===== src/rtl/axis_spm_dac_serializer.sv =====
// Purpose: final SPM output stage. Sums Z with slope (saturating), rounds and clips X/Y/Z/U to DAC codes, shifts four SPI words out in parallel, then strobes LDAC.
// Latency: inputs are sampled in the LATCH cycle. The period is 104 a_clk per frame at default parameters (IDLE 1 + LATCH 1 + SHIFT 96 + GAP 4 + LDAC 2).
// Backpressure: none is asserted upstream. A frame starts only when init_done, enable and all five tvalid are high in IDLE; tdata is ignored otherwise.
// Ports: a_clk/a_resetn; S_AXIS_{X,Y,Z,Z_SLOPE,U}_tdata/_tvalid (Q31 signed); enable;
//        dac_sclk/dac_sync_n/dac_mosi[3:0]/dac_ldac_n (SPI, mosi [0]=X [1]=Y [2]=Z [3]=U);
//        busy, init_done, frame_pulse, frame_count, sat_flags (status).
module axis_spm_dac_serializer #(
    parameter int                  DAC_BITS  = 20,
    parameter int                  SCLK_DIV  = 2,
    parameter int                  CS_GAP    = 4,
    parameter int                  LDAC_W    = 2,
    parameter logic [DAC_BITS+3:0] INIT_WORD = 24'h200002
) (
    input  logic        a_clk,
    input  logic        a_resetn,
    input  logic [31:0] S_AXIS_X_tdata,
    input  logic        S_AXIS_X_tvalid,
    input  logic [31:0] S_AXIS_Y_tdata,
    input  logic        S_AXIS_Y_tvalid,
    input  logic [31:0] S_AXIS_Z_tdata,
    input  logic        S_AXIS_Z_tvalid,
    input  logic [31:0] S_AXIS_Z_SLOPE_tdata,
    input  logic        S_AXIS_Z_SLOPE_tvalid,
    input  logic [31:0] S_AXIS_U_tdata,
    input  logic        S_AXIS_U_tvalid,
    input  logic        enable,
    output logic        dac_sclk,
    output logic        dac_sync_n,
    output logic [3:0]  dac_mosi,
    output logic        dac_ldac_n,
    output logic        busy,
    output logic        init_done,
    output logic        frame_pulse,
    output logic [31:0] frame_count,
    output logic [3:0]  sat_flags
);

    localparam int WORD_W = DAC_BITS + 4;
    localparam int SH     = 32 - DAC_BITS;

    localparam logic        [15:0] DIV_M1    = 16'(SCLK_DIV - 1);
    localparam logic        [15:0] TICK_LAST = 16'(2 * SCLK_DIV - 1);
    localparam logic        [15:0] GAP_LAST  = 16'(CS_GAP - 1);
    localparam logic        [15:0] LDAC_LAST = 16'(LDAC_W - 1);
    localparam logic        [4:0]  BIT_LAST  = 5'(WORD_W - 1);

    // Half an LSB of the DAC code, added before truncation for round-half-up.
    localparam logic signed [32:0] RND  = 33'sd1 <<< (31 - DAC_BITS);
    localparam logic signed [32:0] CMAX = (33'sd1 <<< (DAC_BITS - 1)) - 33'sd1;
    localparam logic signed [32:0] ZMAX = 33'sh0_7FFF_FFFF;
    localparam logic signed [32:0] ZMIN = -ZMAX;

    typedef enum logic [2:0] {
        ST_INIT,
        ST_IDLE,
        ST_LATCH,
        ST_SHIFT,
        ST_GAP,
        ST_LDAC
    } state_t;

    state_t                   state_q, state_d;
    logic [15:0]              cnt_q, cnt_d;
    logic [4:0]               bit_q, bit_d;
    logic [3:0][WORD_W-1:0]   sr_q, sr_d;
    logic                     is_init_q, is_init_d;
    logic                     init_done_q, init_done_d;
    logic                     frame_pulse_q, frame_pulse_d;
    logic [31:0]              frame_count_q, frame_count_d;
    logic [3:0]               sat_q, sat_d;
    logic                     busy_q, busy_d;

    // ------------------------------------------------------------------
    // Datapath: Z + slope saturation, rounding and positive clipping.
    // ------------------------------------------------------------------
    logic signed [32:0]       z_sum;
    logic [31:0]              z_trim;
    logic                     z_sat;
    logic [3:0][31:0]         ch_in;
    logic signed [32:0]       rnd    [4];
    logic signed [32:0]       code33 [4];
    logic [3:0]               clip;
    logic [3:0][WORD_W-1:0]   lat_word;
    logic [3:0]               lat_sat;
    logic                     all_vld;

    // Symmetric clip to +/-(2^31-1); -2^31 counts as saturated as well.
    always_comb begin
        z_sum  = {S_AXIS_Z_tdata[31], S_AXIS_Z_tdata} + {S_AXIS_Z_SLOPE_tdata[31], S_AXIS_Z_SLOPE_tdata};
        z_trim = z_sum[31:0];
        z_sat  = 1'b0;
        if (z_sum > ZMAX) begin
            z_trim = ZMAX[31:0];
            z_sat  = 1'b1;
        end else if (z_sum < ZMIN) begin
            z_trim = ZMIN[31:0];
            z_sat  = 1'b1;
        end
    end

    assign ch_in = {S_AXIS_U_tdata, z_trim, S_AXIS_Y_tdata, S_AXIS_X_tdata};

    // Rounding can only carry upward, so only the positive limit needs a clip.
    always_comb begin
        clip     = '0;
        lat_word = '0;
        for (int i = 0; i < 4; i++) begin
            rnd[i]    = $signed({ch_in[i][31], ch_in[i]}) + RND;
            code33[i] = rnd[i] >>> SH;
            if (code33[i] > CMAX) begin
                clip[i]     = 1'b1;
                lat_word[i] = {4'b0001, CMAX[DAC_BITS-1:0]};
            end else begin
                lat_word[i] = {4'b0001, code33[i][DAC_BITS-1:0]};
            end
        end
        lat_sat = clip | {1'b0, z_sat, 2'b00};
    end

    assign all_vld = S_AXIS_X_tvalid & S_AXIS_Y_tvalid & S_AXIS_Z_tvalid &
                     S_AXIS_Z_SLOPE_tvalid & S_AXIS_U_tvalid;

    // ------------------------------------------------------------------
    // Frame sequencer.
    // ------------------------------------------------------------------
    always_comb begin
        state_d       = state_q;
        cnt_d         = cnt_q;
        bit_d         = bit_q;
        sr_d          = sr_q;
        is_init_d     = is_init_q;
        init_done_d   = init_done_q;
        frame_pulse_d = 1'b0;
        frame_count_d = frame_count_q;
        sat_d         = sat_q;

        case (state_q)
            ST_INIT: begin
                sr_d      = {4{INIT_WORD}};
                is_init_d = 1'b1;
                cnt_d     = '0;
                bit_d     = '0;
                state_d   = ST_SHIFT;
            end
            ST_IDLE: begin
                if (init_done_q && enable && all_vld) begin
                    state_d = ST_LATCH;
                end
            end
            ST_LATCH: begin
                sr_d    = lat_word;
                sat_d   = lat_sat;
                cnt_d   = '0;
                bit_d   = '0;
                state_d = ST_SHIFT;
            end
            ST_SHIFT: begin
                // cnt_q walks one SCLK period: high half first, then low half.
                // The shift at the end of the low half makes mosi change together
                // with the rising SCLK of the next bit.
                if (cnt_q == TICK_LAST) begin
                    cnt_d = '0;
                    for (int i = 0; i < 4; i++) begin
                        sr_d[i] = {sr_q[i][WORD_W-2:0], 1'b0};
                    end
                    if (bit_q == BIT_LAST) begin
                        bit_d   = '0;
                        state_d = ST_GAP;
                    end else begin
                        bit_d = bit_q + 5'd1;
                    end
                end else begin
                    cnt_d = cnt_q + 16'd1;
                end
            end
            ST_GAP: begin
                if (cnt_q == GAP_LAST) begin
                    cnt_d = '0;
                    if (is_init_q) begin
                        // Control-register frame: no output update needed.
                        is_init_d   = 1'b0;
                        init_done_d = 1'b1;
                        state_d     = ST_IDLE;
                    end else begin
                        state_d = ST_LDAC;
                    end
                end else begin
                    cnt_d = cnt_q + 16'd1;
                end
            end
            ST_LDAC: begin
                if (cnt_q == LDAC_LAST) begin
                    cnt_d         = '0;
                    frame_pulse_d = 1'b1;
                    frame_count_d = frame_count_q + 32'd1;
                    state_d       = ST_IDLE;
                end else begin
                    cnt_d = cnt_q + 16'd1;
                end
            end
            default: begin
                state_d = ST_INIT;
            end
        endcase

        // Registered copy so busy reads low while reset is held.
        busy_d = (state_d != ST_IDLE);
    end

    always_ff @(posedge a_clk or negedge a_resetn) begin
        if (!a_resetn) begin
            state_q       <= ST_INIT;
            cnt_q         <= '0;
            bit_q         <= '0;
            sr_q          <= '0;
            is_init_q     <= 1'b0;
            init_done_q   <= 1'b0;
            frame_pulse_q <= 1'b0;
            frame_count_q <= '0;
            sat_q         <= '0;
            busy_q        <= 1'b0;
        end else begin
            state_q       <= state_d;
            cnt_q         <= cnt_d;
            bit_q         <= bit_d;
            sr_q          <= sr_d;
            is_init_q     <= is_init_d;
            init_done_q   <= init_done_d;
            frame_pulse_q <= frame_pulse_d;
            frame_count_q <= frame_count_d;
            sat_q         <= sat_d;
            busy_q        <= busy_d;
        end
    end

    // ------------------------------------------------------------------
    // SPI pins: decoded from registered state, so reset forces idle levels at once.
    // ------------------------------------------------------------------
    always_comb begin
        dac_sync_n = (state_q != ST_SHIFT);
        dac_sclk   = (state_q != ST_SHIFT) || (cnt_q <= DIV_M1);
        dac_ldac_n = (state_q != ST_LDAC);
        dac_mosi   = '0;
        if (state_q == ST_SHIFT) begin
            for (int i = 0; i < 4; i++) begin
                dac_mosi[i] = sr_q[i][WORD_W-1];
            end
        end
    end

    assign busy        = busy_q;
    assign init_done   = init_done_q;
    assign frame_pulse = frame_pulse_q;
    assign frame_count = frame_count_q;
    assign sat_flags   = sat_q;

endmodule

===== config.mk =====
export PLATFORM = sky130hd
export DESIGN_NAME = axis_spm_dac_serializer
export DESIGN_NICKNAME = d
export VERILOG_FILES = /design/src/rtl/axis_spm_dac_serializer.sv
export SDC_FILE = /design/constraint.sdc
export NUM_CORES = 1
export LEC_CHECK = 0
export CAP_MARGIN = 25
export CORE_ASPECT_RATIO = 0.8
export CORE_MARGIN = 2
export CORE_UTILIZATION = 49
export DETAILED_ROUTE_END_ITERATION = 10
export GPL_TIMING_DRIVEN = 0
export PLACE_DENSITY = 0.79
export SYNTH_ARGS = -nofsm -noshare
export SYNTH_HDL_FRONTEND = slang
export SYNTH_SLANG_ARGS = --single-unit

===== constraint.sdc =====
create_clock -name a_clk -period 2.5 [get_ports a_clk]
set_input_delay 0.5 -clock a_clk [delete_from_list [all_inputs] [get_ports a_clk]]
set_output_delay 0.5 -clock a_clk [all_outputs]
set_load 0.01 [all_outputs]

Word level (Yosys, flattened, before mapping)
Index checks and enable logic that the tools add are counted.
{ "classes": {"add_sub_neg": 8, "order_cmp": 7, "eq_ne": 13, "muxes": 32, "bitwise": 5, "n_reduce_logical": 15} }
{ "ops": {"columns": ["cell", "n"], "rows": [
  ["$pmux 96 s3", 1],
  ["$add 32x13->33 const B", 4],
  ["$mux 96", 1],
  ["$gt 21x20->1 const B", 4],
  ["$mux 20", 4],
  ["$mux 32", 2],
  ["$pmux 16 s3", 1],
  ["$add 32x32->33", 1],
  ["$gt 33x32->1 const B", 1],
  ["$lt 33x32->1 const B", 1],
  ["$add 32x1->32 const B", 1],
  ["$mux 16", 2],
  ["$mux 3", 6],
  ["$add 16x1->16 const B", 1],
  ["$eq 16x1->1 const B", 1],
  ["$eq 16x2->1 const B", 1],
  ["$le 16x1->1 const B", 1],
  ["$pmux 3 s5", 1],
  ["$mux 5", 2],
  ["$pmux 5 s2", 1],
  ["$mux 1", 9],
  ["$reduce_and 2->1", 4],
  ["$eq 3x2->1 const B", 2],
  ["$eq 3x3->1 const B", 2],
  ["other kinds (18)", 26]
]} }
{ "totals": {"reg_bits": 160, "inputBits": 168, "out_inout_bits": 46, "elab_cells": 93} }

Longest topological paths before layout
Gate-level depths: netlist of run 1.
{ "depth": {"depth_word": 8, "depth_mapped": 24, "mapped_depth_nobuf": 22} }

Worst setup path after synthesis of run 1
No wires, ideal clock.
{ "synth_path": {"kind": "input-to-reg", "start": "input S_AXIS_Z_tdata[0]", "end": "register sr_q[54] in the netlist's numbering", "setup_ps": 82, "t_arrival_ps": 5078, "required_ps": 2418, "setup_slack_ps": -2659, "stages": 24, "path_cell_list": "ha_1 > inv_1 > fa_1 > and2b_1 > o211ai_2 > a211oi_4 > o2111ai_1 > o211ai_4 > or4b_1 > nor4_4 > a31oi_4 > nor2_4 > o21ai_0 > ha_1 > buf_1 > inv_1 > nor2_1 > and2_1 > clkbuf_1 > nand4b_2 > a21oi_4 > buf_6 > nand2_2 > a31oi_1"} }
{ "synth_via": {"elab_chain_cells": 8, "elab_cells_between_ends": 9} }
{ "synth_rtl": {"columns": ["item", "line_no", "source"], "rows": [
  ["start, declared", "20", "input logic [31:0] S_AXIS_Z_tdata,"],
  ["$add 32x32->33 (*)", "89", "z_sum = {S_AXIS_Z_tdata[31], S_AXIS_Z_tdata} + {S_AXIS_Z_SLOPE_tdata[31], S_AXIS_Z_SLOPE_tdata};"],
  ["$lt 33x32->1", "95", "end else if (z_sum < ZMIN) begin"],
  ["$mux 32", "95", null],
  ["$mux 32 (*)", "92", "if (z_sum > ZMAX) begin"],
  ["$add 32x13->33 (*)", "108", "rnd[i] = $signed({ch_in[i][31], ch_in[i]}) + RND;"],
  ["$gt 21x20->1", "110", "if (code33[i] > CMAX) begin"],
  ["$mux 20 (*)", "110", null],
  ["$pmux 96 s3 (*)", "137", "case (state_q)"],
  ["end signal, assigned", "226", "sr_q <= sr_d;"],
  ["end, declared", "65", "logic [3:0][WORD_W-1:0] sr_q, sr_d;"]
]} }
Mark *: on every way between the ends. The rest lies on a longest branch, timed or not.
A chain may end at the register's enable or synchronous reset.

Worst setup path after layout of run 1
{ "layout_path": {"start": "input S_AXIS_Z_SLOPE_tdata[6]", "end": "register sr_q[53] in the netlist's numbering"} }
{ "layout_via": {"elab_chain_cells": 8, "elab_cells_between_ends": 9} }
{ "layout_rtl": {"columns": ["item", "line_no", "source"], "rows": [
  ["start, declared", "22", "input logic [31:0] S_AXIS_Z_SLOPE_tdata,"],
  ["$add 32x32->33 (*)", "89", null],
  ["$lt 33x32->1", "95", null],
  ["$mux 32", "95", null],
  ["$mux 32 (*)", "92", null],
  ["$add 32x13->33 (*)", "108", null],
  ["$gt 21x20->1", "110", null],
  ["$mux 20 (*)", "110", null],
  ["$pmux 96 s3 (*)", "137", null]
]} }
Marks and branches as above.

==> results of run 1 <==
==> layer usage <==
metal  GRT usage (%)  routed length, um  share of wire, %  up-vias
li1                -                  -                 -     5726
met5               0                  0                 0        -
met1            42.1              16600                42     6117
met2            45.8              17800                45      777
met3            5.96               3840               9.8      114
met4            8.29               1020               2.6        0
==> repair_timing <==
item | CTS | global route
resized for setup | 318 | 141
hold buffers | 0 | 0
endpoints found under the setup margin | 143 | 136
cloned | 0 | 2
buffers inserted | 94 | 35
pin swaps | 107 | 41
==> sequential cells by signal, summed over array words and instances, names as in the netlist <==
signal,flops
cnt_q,16
frame_pulse,1
bit_q,5
frame_count,32
is_init_q,1
state_q,3
busy,1
sat_flags,4
sr_q,96
init_done,1
==> how the worst max path moves through the flow <==
stage / from / to / slack [ps]
3_3_place_gp: a_resetn / sr_q[4] / -5480
5_1_grt: S_AXIS_Z_tdata[0] / sr_q[66] / -2220
3_5_place_dp: S_AXIS_Z_tdata[0] / sr_q[54] / -3620
2_1_floorplan: S_AXIS_Z_tdata[0] / sr_q[54] / -2390
4_1_cts: S_AXIS_Z_SLOPE_tdata[0] / sr_q[66] / -1950
6_report: S_AXIS_Z_SLOPE_tdata[6] / sr_q[53] / -2130
==> worst max-delay path, delay by kind of cell <==
family	cells	cell delay, ps
AOI/OAI and AO/OA	9	1490
xor gates and xnor gates	1	200
adders and majority gates	2	480
buffers and inverters	5	750
and+or+nand+nor	6	1500
==> Yosys cell counts, drive strengths merged (15+ instances only) <==
master	instances
a211oi	15
a21o	31
a21oi	98
a221oi	29
a22oi	30
and2	15
and3	34
buf	15
clkbuf	55
dfrtp	160
ha	41
inv	19
nand2	204
nand3	67
nand4	29
nor2	102
nor3	20
o211ai	15
o21ai	121
xnor2	77
xor2	40
==> final cells by class <==
class	instances	area (um^2)
Multi-Input combinational cell	1130	8480
Inverter	19	82.6
Timing Repair Buffer	310	2800
Sequential cell	160	4010
Buffer	62	412
Tap cell	312	390
Fill cell	1582	6410
Clock inverter	13	130
Clock buffer	18	439
==> layout by cell type (no fill, tap or decap), types with 12 or more instances in the layout <==
cell / count
clkbuf_16: 17
nor2_1: 80
and3_1: 33
a221oi_2: 16
dfrtp_1: 159
a21oi_4: 12
a21oi_2: 15
xor2_1: 36
o211ai_1: 13
inv_1: 12
nand3_1: 59
clkdlybuf4s50_1: 116
nor3_1: 13
xnor2_1: 66
o21ai_0: 81
o21ai_1: 26
nand2_2: 15
ha_1: 18
nand2_1: 183
a22oi_1: 28
nand4_1: 29
ha_4: 19
nor2_4: 14
buf_6: 25
dlygate4sd2_1: 51
clkbuf_1: 27
buf_4: 116
clkbuf_2: 12
a21oi_1: 71
a21o_1: 30
==> where the power goes <==
group | internal, uW | leakage (uW) | total (uW) | switching (uW)
clock network | 1410 | 0.000266 | 2550 | 1140
logic | 1060 | 0.00474 | 2350 | 1290
registers | 2600 | 0.00205 | 2600 | 2.78
==> kinds of logic after synthesis <==
| logic type | synth area share, % |
|---|---|
| and+or+nand+nor | 22.6 |
| DFF | 35.0 |
| adders and majority gates | 4.74 |
| buffers and inverters | 3.10 |
| xor gates and xnor gates | 8.95 |
| AOI/OAI and AO/OA | 25.2 |
| muxes | 0.448 |
==> per-stage QoR <==
stage | setup WS (ps) | hold slack [ps] | TNS [ps] | util (%) | cells
after floorplan | -2390 | 204 | -48040 | - | 1378
after global placement | -5480 | 446 | -990190 | 59.3 | 1870
after detailed placement | -3620 | 450 | -125160 | 59.4 | 1871
after CTS | -1950 | 58.8 | -40040 | 69.1 | 1988
after global routing | -2220 | 70.5 | -48720 | 72.3 | 2024
final | -2130 | 31.4 | -43270 | 72.3 | 2024
==> impl_metrics.ini, run 1 <==
[global_route]
grt_antenna_before_repair = 0
grt-ovfl-total = 0
grt_pass1_wl_mm = 59.7
grt_pass1_vias = 12000
grt_start_max_net_pins = 102
grt_use_total_pct = 29.5

[outcome]
outcome = finished with violations
violations = negative setup slack

[synth]
synth.avg_cell_area_um2 = 8.31
synth-seq-area-share_pct = 35.0
synthCells = 1378
yosysWarnings = 0
post-synth-top-area-fraction_pct = 35.0
synth-edff-count = 0
netlist_area_um2 = 11500
synth.area.top_cells = dfrtp_1, nand2_1, xnor2_1
async_flop_share_pct = 100
yosys.area.top_type = dfrtp_1
synth_flop_cell = dfrtp_1
ys_ff_latch = 160
synth.distinct_cells = 88
synth_fp_nets = 1588

[critical_path]
cpMaxStageDelayCell = or4b_4
reg2reg_slack_ps = -30
start_kind = input port
r2r_start = cnt_q[4]
critical_path_required_ps = 2790
reg2reg_depth = 13
endpoint_kind = flop
arrival_ps = 4920
path_cells = dlygate4sd2_1 > ha_1 > buf_6 > a21oi_4 > buf_6 > o21ai_2 > a22oi_2 > o21ai_2 > xor2_2 > or4b_4 > nor4_4 > a31oi_4 > nor2_4 > o21ai_2 > ha_4 > inv_4 > nor2_4 > and2_4 > a211oi_4 > a21oi_4 > buf_4 > nor4_2 > o31ai_1
path_max_fanout = 7
critPathKind = input port to flop
r2r-end = frame_count[19]
slowest_delay_ps = 560
cpMostUsedCell = o21ai_2

[floorplanning]
die-area_um2 = 24600
initial_core_util_pct = 49.5
core_area_um2 = 23100
placementRows = 50
die_x_um = 175
ioPinCount = 214
die_h_um = 141

[timing]
hold_viol = 0
final_max_slew_viol_count = 0
period_minus_slack_ps = 4630
rsz0062_at_grt = true
setup_viol = 35
tightest_slew_ps = 779
slew_headroom_pct = 48.1
setup_ws_ps = -2130
fin_crit_sh_pct = 185
max_freq_mhz = 216
skew_ps = 14.8

[power_and_ir_drop]
p_leak_uw = 0.00706
total_power_uw = 7500
ir_drop_mv = 0.521
p_per_area_nw_per_um2 = 448

[place]
place.gp.congestion = 0.920
dp.final_hpwl_mm = 24.9
io_buffers = 180
placed_area_um2 = 13800

[drt]
drtIter0Drc = 1235
antenna_left = 0
drt-total-wl_mm = 39.3
via_per_inst = 6.29
wl_per_cell_um = 19.4
drc = 0
drtPass1Iterations = 5
vias = 12700

[final_layout]
post-route-cell-area_um2 = 16700
final_nets = 1910
area_delta_synth_final_pct = 46.1
drive_gt1_share_pct = 25.1
n_antenna_cell = 0

[clock_tree]
clk_pin_slew_ps = 70
h-tree-depth = 4
cts.sinks = 160
worstSkewPairLatency_ps = 430
cts_tree = done
clockRootBuffer = clkbuf_16
cts_buffer_depth = 2
numCtsBuffers = 17

[flow_run]
drv_cap = 0

[worst_hold_path]
holdCritPathClass = input port to asynchronous set/reset pin
Power figures use the tool's default switching activity.
==> inputs of run 2 (changes only) <==
--- a/config.mk
+++ b/config.mk
@@ -8,10 +8,10 @@
 export CAP_MARGIN = 25
 export CORE_ASPECT_RATIO = 0.8
 export CORE_MARGIN = 2
-export CORE_UTILIZATION = 49
+export CORE_UTILIZATION = 54
 export DETAILED_ROUTE_END_ITERATION = 10
 export GPL_TIMING_DRIVEN = 0
-export PLACE_DENSITY = 0.79
+export PLACE_DENSITY = 0.82
 export SYNTH_ARGS = -nofsm -noshare
 export SYNTH_HDL_FRONTEND = slang
 export SYNTH_SLANG_ARGS = --single-unit
==> constraint.sdc (replaced) <==
create_clock -name a_clk -period 4.79 [get_ports a_clk]
set_input_delay 0.958 -clock a_clk [delete_from_list [all_inputs] [get_ports a_clk]]
set_output_delay 0.958 -clock a_clk [all_outputs]
set_load 0.01 [all_outputs]
==> run 2 against run 1 <==
Effect of this change:
- the run still ends with negative setup slack left
- critical endpoint unchanged
- critical path type unchanged
- flip-flop and latch count unchanged
- first-iteration DRC count rose by 6.0%
- hold slack better by 360 ps
- sequential power decreased by 48%
- count of clock-buffer cells in the layout down 1
- power fell by 47%
- wire length decreased by 4.9%
- die area fell by 9.0%
- highest routed layer is now met5
- clock skew decreased by 0.90 ps
==> impl_metrics.ini, run 2 (synthesis gave the netlist of run 1 again) <==
[timing]
tightest_slew_ps = 879
period_minus_slack_ps = 5090
hold_slack_ps = 391
setup_ws_ps = -300
final_max_slew_viol_count = 0
slew_headroom_pct = 41.3
max_freq_mhz = 196
skew_ps = 13.9
fin_crit_sh_pct = 106
tns_ps = -4760
rsz0062_at_grt = true
hold_viol = 0
setup_viol = 21

[flow_run]
drv_cap = 0

[power_and_ir_drop]
ir_drop_mv = 0.269
p_per_area_nw_per_um2 = 251
p_leak_uw = 0.00656
total_power_uw = 3970

[drt]
drtPass1Iterations = 5
wl_per_cell_um = 19.3
drt-total-wl_mm = 37.3
vias = 12400
drtIter0Drc = 1309
via_per_inst = 6.42
antenna_left = 0
drc = 0

[critical_path]
reg2reg_slack_ps = 1500
r2r_start = cnt_q[4]
arrival_ps = 5430
endpoint_kind = flop
reg2reg_depth = 12
path_max_fanout = 10
start_kind = input port
r2r-end = frame_count[29]
critPathKind = input port to flop
critical_path_required_ps = 5130

[clock_tree]
cts.sinks = 160
clk_pin_slew_ps = 80
h-tree-depth = 4
cts_buffer_depth = 2
cts_hold_buf = 0
cts_tree = done
clockRootBuffer = clkbuf_16
numCtsBuffers = 17
worstSkewPairLatency_ps = 430

[global_route]
grt_pass1_vias = 11500
grt-ovfl-total = 0
grt_antenna_before_repair = 0
grt_start_max_net_pins = 123
grt_pass1_wl_mm = 59.4
grt_use_total_pct = 32.4

[outcome]
outcome = finished with violations
violations = negative setup slack

[floorplanning]
initial_core_util_pct = 55.2
ioPinCount = 214
core_area_um2 = 20800
placementRows = 47
die_x_um = 167
die-area_um2 = 22400
die_h_um = 134

[final_layout]
final_cells = 1934
final-seq-area_um2 = 4000
fin_util_pct = 76.0
final_common_cell = nand2_1
final_cell_mix = nand2_1, dfrtp_1, clkdlybuf4s50_1, nor2_1, o21ai_0
final_nets = 1862
multiInputGateArea_um2 = 8040
fill_cells = 1443
drive_gt1_share_pct = 16.6
area_delta_synth_final_pct = 37.8
n_antenna_cell = 0
largest_register_ffs = 96
regMostFlops = sr_q

[place]
dp.cells = 1828
dp.final_hpwl_mm = 25.1
io_buffers = 180
place.gp.congestion = 0.944

[worst_hold_path]
holdCritPathClass = input port to asynchronous set/reset pin
run 2: cell count changes in the layout (fill, tap and decap cells not counted), sizes merged, moves of 3 or more:
cell	delta
dlymetal6s2s	-5
buf	-54
inv	+8
clkbuf	+3
clkinvlp	-3
clkdlybuf4s50	+15
dlygate4sd2	-9
clkinv	-3
run 2: layout make-up:
cell class | instances | area share [%]
multi-input cells | 1130 | 50.9
flip-flops and latches | 160 | 25.4
repair buffers | 259 | 15.3
clock buffers | 17 | 2.70
well taps | 269 | 2.13
plain buffers | 65 | 2.10
clock inverters | 15 | 1.01
inverters | 19 | 0.484
run 2: stage by stage:
stage / setup slack, ps / cell area (um^2)
3_5_place_dp: -1850 / 13700
6_report: -300 / 15800
2_1_floorplan: -556 / 11500
3_3_place_gp: -3690 / 13700
4_1_cts: -141 / 15600
5_1_grt: -443 / 15800
run 2: power by group:
group | internal (uW) | total (uW) | switching, uW | leakage, uW
registers | 1350 | 1360 | 1.84 | 0.00205
clock network | 742 | 1380 | 633 | 0.000284
logic | 554 | 1240 | 681 | 0.00423
total | 2650 | 3970 | 1320 | 0.00656
run 2: worst max-delay path: stages:
cell and delay [ps]:
dlygate4sd2_1 260, ha_4 320, o211ai_1 130, buf_4 160
o211ai_1 310, a211oi_2 120, buf_4 170, a21oi_2 220
nand2b_2 240, a31oi_4 170, xnor2_4 320, clkbuf_8 260
nand2_2 150, o21ai_2 150, ha_4 170, inv_4 40
nor2_4 90, buf_4 140, a21oi_2 40, a2bb2oi_4 180
nor4_1 480, nor4_4 90, o31ai_1 220
run 2: layer usage:
layer | part of all wire [%] | vias up | GRT usage (%)
li1 | - | 5626 | -
met1 | 43 | 5946 | 46.2
met2 | 44 | 749 | 49.4
met3 | 11 | 95 | 8.29
met4 | 2.0 | 2 | 8.19
met5 | 0.13 | - | 1.52
run 2: how the worst max path moves through the flow:
stage                       startpoint  endpoint  slack, ps
2_1_floorplan        S_AXIS_Z_tdata[0]  sr_q[54]       -560
3_3_place_gp                  a_resetn   sr_q[5]      -3690
3_5_place_dp        S_AXIS_Z_tdata[12]  sr_q[54]      -1850
4_1_cts              S_AXIS_Z_tdata[0]  sr_q[54]       -140
5_1_grt        S_AXIS_Z_SLOPE_tdata[3]  sr_q[53]       -440
6_report       S_AXIS_Z_SLOPE_tdata[3]  sr_q[53]       -300
run 2: repair_timing:
item,in CTS,in global routing
endpoints found under the setup margin,21,21
cloned,2,0
setup buffers,67,11
pin swaps,97,22
resized for setup,240,26
